## config.mk

```make
export PLATFORM = sky130hd
export DESIGN_NAME = ibis_wave_sequencer
export DESIGN_NICKNAME = d
export VERILOG_FILES = /design/src/rtl/ibis_wave_sequencer.sv
export SDC_FILE = /design/constraint.sdc
export NUM_CORES = 1
export LEC_CHECK = 0
export BUFFER_PORTS_ARGS = -buffer_cell sky130_fd_sc_hd__clkbuf_2
export CAP_MARGIN = 20
export CORE_UTILIZATION = 40
export CTS_CLUSTER_DIAMETER = 150
export CTS_CLUSTER_SIZE = 8
export DETAILED_ROUTE_END_ITERATION = 10
export MAX_ROUTING_LAYER = met4
export PLACE_DENSITY = 0.59
export SYNTH_ARGS = -nofsm -noshare
export SYNTH_HDL_FRONTEND = slang
export SYNTH_SLANG_ARGS = --single-unit
```

## constraint.sdc

```tcl
create_clock -name aclk -period 2 [get_ports aclk]
set_input_delay 0.2 -clock aclk [delete_from_list [all_inputs] [get_ports aclk]]
set_output_delay 0.2 -clock aclk [all_outputs]
set_load 0.01 [all_outputs]
```

## src/rtl/ibis_wave_sequencer.sv

```systemverilog
// rtl/ibis_wave_sequencer.sv - wavetable position sequencer, 32-nibble wave RAM and volume stage
// Optional auto-stop length counter: IBIS_WAVE_SEQUENCER_LENGTH_EN
module ibis_wave_sequencer (
  input  logic       aclk,
  input  logic       aresetn,
  input  logic       enable,
  input  logic       tick,
  input  logic       trigger,
  input  logic       ram_we,
  input  logic [3:0] ram_addr,
  input  logic [7:0] ram_wdata,
  input  logic [1:0] volume,
  input  logic       length_load,
  input  logic [7:0] length_in,
  output logic [3:0] sample_out,
  output logic       sample_valid,
  output logic       active,
  output logic [4:0] position_out
);

  logic [7:0] wave_ram [16];
  logic       s0_valid;
  logic [4:0] s0_pos;
  logic       s1_valid;
  logic [3:0] s1_nib;
  logic       take_trig;
  logic       take_tick;
  logic       len_expire;
  logic [7:0] rd_byte;
  logic [3:0] rd_nib;
  logic [3:0] atten;

  // Host port is independent of enable/active; nonblocking write gives read-before-write
  always_ff @(posedge aclk) begin
    if (ram_we) begin
      wave_ram[ram_addr] <= ram_wdata;
    end
  end

  assign take_trig = enable & trigger;
  assign take_tick = enable & tick & active & ~trigger;

  assign rd_byte = wave_ram[s0_pos[4:1]];
  assign rd_nib  = s0_pos[0] ? rd_byte[3:0] : rd_byte[7:4];

  always_comb begin
    atten = 4'd0;
    case (volume)
      2'd0: atten = 4'd0;
      2'd1: atten = s1_nib;
      2'd2: atten = {1'b0, s1_nib[3:1]};
      2'd3: atten = {2'b00, s1_nib[3:2]};
      default: atten = 4'd0;
    endcase
  end

`ifdef IBIS_WAVE_SEQUENCER_LENGTH_EN
  logic [7:0] len_cnt;

  always_ff @(posedge aclk) begin
    if (!aresetn) begin
      len_cnt <= 8'd0;
    end else if (enable) begin
      if (length_load) begin
        len_cnt <= length_in;
      end else if (take_tick && (len_cnt != 8'd0)) begin
        len_cnt <= len_cnt - 8'd1;
      end
    end
  end

  // A load in the same cycle suppresses the decrement, so it also suppresses the stop
  assign len_expire = take_tick & ~length_load & (len_cnt == 8'd1);
`else
  logic unused_length;
  assign unused_length = ^{length_load, length_in};
  assign len_expire    = 1'b0;
`endif

  always_ff @(posedge aclk) begin
    if (!aresetn) begin
      position_out <= 5'd0;
      active       <= 1'b0;
      s0_valid     <= 1'b0;
      s0_pos       <= 5'd0;
      s1_valid     <= 1'b0;
      s1_nib       <= 4'd0;
      sample_out   <= 4'd0;
      sample_valid <= 1'b0;
    end else begin
      sample_valid <= 1'b0;
      if (enable) begin
        if (take_trig) begin
          position_out <= 5'd0;
          active       <= 1'b1;
        end else if (take_tick) begin
          position_out <= position_out + 5'd1;
          if (len_expire) begin
            active <= 1'b0;
          end
        end
        s0_valid <= take_trig | take_tick;
        s0_pos   <= take_trig ? 5'd0 : position_out;
        s1_valid <= s0_valid;
        if (s0_valid) begin
          s1_nib <= rd_nib;
        end
        // The expiring tick's own sample still drains; sample_out clears once idle and stopped
        if (s1_valid) begin
          sample_out   <= atten;
          sample_valid <= 1'b1;
        end else if (!active) begin
          sample_out <= 4'd0;
        end
      end
    end
  end

endmodule
```

After elaboration in Yosys (flattened, before gate mapping)

Memories as Yosys holds them, arrays and structs flattened. A register that Yosys moved wholly into a read port is not among the register bits.
Index checks and enable logic that the tools add are counted.

Register bits after elaboration: 22
Latch bits: 0
RAM bits: 128
ROM bits: 0
Bits of input ports: 29
Output and inout port bits: 11
Word-level logic and storage cells: 39
Memories: 1

Memories:

| memory   | depth | bits a word | read ports | clocked after Yosys merged registers in | write ports | line | RTL |
|---|---|---|---|---|---|---|---|
| wave_ram | 16    | 8           | 1          | 1                                       | 1           | 21   | `logic [7:0] wave_ram [16];` |

Add/subtract/negate cells: 1
$mul: 0
Divide/modulo/power cells: 0
Order comparisons: 0
Eq/ne operators: 4
Shift-type cells: 0
Muxes and demuxes: 12
Bitwise logic cells: 6
Reduce and logical (&&, ||, !) cells: 7

Operator list:

| operator                                                                 | count |
|---|---|
| 4-bit two-way mux                                                        | 5 |
| 4-bit case mux with 4 select lines                                       | 1 |
| 5-bit two-way mux                                                        | 3 |
| 2-bit AND reduction                                                      | 5 |
| 5-bit by 1-bit adder with 5-bit output (second input constant)           | 1 |
| 1-bit AND                                                                | 4 |
| 2-bit == test (second input constant)                                    | 2 |
| 1-bit two-way mux                                                        | 3 |
| 2-bit by 1-bit == test with 1-bit output (second input constant)         | 1 |
| 2-bit logical NOT                                                        | 1 |
| 2-bit by 1-bit inequality test with 1-bit output (second input constant) | 1 |
| 2-bit nonzero test                                                       | 1 |
| 1-bit NOT                                                                | 1 |
| 1-bit bitwise OR                                                         | 1 |

Logic depth before layout (Yosys ltp)

Word-level depth: 5
Gate-level depth with buffers: 8
Mapped depth without buffers: 5

Least setup slack after synthesis

No wires, ideal clock.

Path kind: register to register
Start: register with a tool-made name
End: register s1_nib[1]
Library setup time: 117 ps
Arrival: 1791 ps
Data required time: 1883 ps
Setup slack: 91 ps
Cell stages (with the launch flop): 7
Period minus slack after synthesis: 1909 ps
Cell sequence: dfxtp_1 > buf_2 > buf_2 > mux4_2 > mux4_2 > nand2b_1 > a32o_1

RTL lines:

| what                 | line | RTL |
|---|---|---|
| to (signal assigned) | 106  | `s1_nib <= rd_nib;` |
| to (decl)            | 25   | `logic [3:0] s1_nib;` |

==> out/metrics.cfg <==
[run_status]
status = finished, final reports clean

[worst_setup_path]
critPathMaxFanout = 9
slowest_stage = mux4_2
crit_path_cell_trace = buf_12 -> mux4_2 -> mux2_1 -> a211o_1 -> a32o_1
path_class = reg -> reg
worstSetupEndpointType = flop
max_stage_delay_ns = 0.51
arrival_ns = 2.27
worstPathRequired_ns = 2.31
worstSetupStartpointType = flop

[global_routing]
grt_first_pass_wirelength_mm = 18.0
gr-total-overflow = 0
antenna_found_initial = 0
grt_pass1_vias = 3168
grt_max_degree = 18
grt.total_usage_pct = 17.5

[sta]
worst_clock_skew_ns = 0.00956
max_slew_margin_pct = 70.5
hold_viol_final = 0
finalCritPeriodShare_pct = 97.7
rsz0062_at_grt = no
setup_viol = 0
slew_viol_final = 0
fin_crit_ns = 1.95
fmax_ghz = 0.512
worstMarginPinSlew_ns = 0.438

[synth]
ys_top_cells_by_area = edfxtp_1, dfxtp_1, mux4_2, mux2i_1, a22oi_1
synth_most_common_cell = edfxtp_1
synthCells = 347
async_reset_ff_share_pct = 0
yosys-top-cells-count = edfxtp_1, mux2i_1, dfxtp_1
yosysTopAreaCellShare_pct = 64.4
synthFlopType = edfxtp_1
yosysUniqueCellTypes = 36
ys_warn_count = 0
synth-edff-count = 128
synth_fp_nets = 377
syn_area_um2 = 5970
avgSynthCellArea_um2 = 17.2
synth-seq-area-share_pct = 73.1
yosys_register_bits = 154
synth_top_area_cell = edfxtp_1

[clock_network]
clkLatencyLatePin_ns = 0.42
cts_htree_levels = 4
cts_root_buffer = clkbuf_16
cts_tree = built
clockBufferDepth = 2
clkTransAtPathRegs_ns = 0.07
ctsHoldBuffers = 0
numCtsBuffers = 17
cts.sinks = 154
cts_setup_buffers = 0

[routing]
drt_iter0_drc = 167
vias_per_cell = 5.28
drc_errors = 0
ant_nets = 0
dr_total_vias = 3218
routed_wl_mm = 11.8
first_pass_iters = 4
routedWlPerCell_um = 19.3

[place]
place_area_um2 = 6580
gp_congestion = 0.830
dp_hpwl_mm = 7.80
portBuffers = 30

[floorplan]
io_pins = 40
die_w_um = 124
fp.dieArea_um2 = 15400
start_util_pct = 41.1
die-height_um = 124
core-area_um2 = 14500
num_rows = 44

[layout]
postLayoutCellArea_um2 = 7200
area_growth_pct = 20.5
antennaDiodeCount = 0
final_nets = 443
drive_gt1_share_pct = 29.1
nFillCells = 1216
utilization_pct = 49.5

[flow_run]
maxCapViolations = 0

[pwr]
power_leakage_nw = 2.39
p_per_area_nw_per_um2 = 959
ir_worst_vdd_mv = 0.687

[hold_path]
min_path_type = in -> reg

==> worst max-delay path, delay by kind of cell (launching register included) <==
kind	cells	cell delay, ns
AOI/OAI and AO/OA	2	0.55
muxes	2	0.83
buffers and inverters	1	0.14
DFF	1	0.34
==> metrics by stage <==
stage	power, mW	hold slack (ns)	worst slack (ns)	std cells	setup TNS, ns
2_1_floorplan	3.69	0.299	0.0912	347	0
3_3_place_gp	3.78	0.452	-0.0492	578	-0.0668
3_5_place_dp	3.79	0.462	-0.0716	578	-0.0870
4_1_cts	6.97	0.0764	0.0264	610	0
5_1_grt	7.13	0.0838	0.00518	610	0
6_report	6.90	0.0904	0.0466	610	0
==> metal layers <==
metal	up-vias	track usage (%)	wire length, µm
met2	72	26.7	5790
met5	-	-	0
li1	1508	-	-
met4	0	6.55	150
met1	1625	22.3	5290
met3	13	4.72	541
==> cells in the final DEF, fill, tap and decap left out, types with 6 or more instances in the layout <==
cell,n
a21oi_1,7
edfxtp_1,128
nand2b_1,6
mux4_2,20
clkbuf_16,17
dfxtp_1,24
mux2i_1,31
clkbuf_2,30
buf_4,25
o22ai_1,6
nor2_1,22
a22oi_1,15
nand2_1,11
==> power by group <==
| group | total (mW) | internal [mW] | switching (mW) |
|---|---|---|---|
| registers | 3.55 | 3.53 | 0.0169 |
| clock network | 3.19 | 1.87 | 1.32 |
| logic | 0.170 | 0.0591 | 0.110 |
| total | 6.90 | 5.46 | 1.45 |
==> state kept, by name, summed over array words and instances, names as in the netlist, named ones only <==
| signal | count |
|---|---|
| s1_valid | 1 |
| sample_out | 4 |
| wave_ram | 128 |
| sample_valid | 1 |
| s1_nib | 4 |
| position_out | 5 |
| s0_valid | 1 |
| s0_pos | 5 |
| active | 1 |
==> path summary, 6_finish.rpt <==
kind	startpoint	slack (ns)	end	depth (start not counted)
setup / recovery	flop	0.05	s1_nib[1]$_SDFFE_PN0P_	5
hold / removal	trigger	0.09	active$_SDFFE_PN0P_	3
setup reg to reg	flop	0.05	s1_nib[1]$_SDFFE_PN0P_	5
hold reg to reg	sample_out[3]$_SDFFE_PN0P_	0.46	sample_out[3]$_SDFFE_PN0P_	2
==> cell families (layout without fill, tap and decap cells) <==
| family | count (synthesis) | count (layout) | synth area share (%) |
|---|---|---|---|
| buffers and inverters | 16 | 95 | 1.34 |
| XOR/XNOR | 4 | 4 | 0.587 |
| multiplexers | 55 | 55 | 13.5 |
| AND/OR/NAND/NOR | 72 | 72 | 6.14 |
| flip-flops | 154 | 154 | 73.1 |
| adder cells (fa/ha/maj) | 1 | 1 | 0.209 |
| AO/OA/AOI/OAI | 45 | 45 | 5.15 |
==> repair_timing <==
item                       CTS  global route
setup endpoints to repair    4             1
pin swaps                    0             2
gates resized for setup      5             3
==> final cells by class <==
type	count	area, µm²	area share (%)
Tap cell	184	230	3.20
Clock buffer	18	429	5.96
Timing Repair Buffer	62	460	6.40
Sequential cell	154	4370	60.7
Inverter	1	3.75	0.0522
Multi-Input combinational cell	177	1550	21.5
Clock inverter	14	159	2.21
Power figures use the tool's default switching activity.
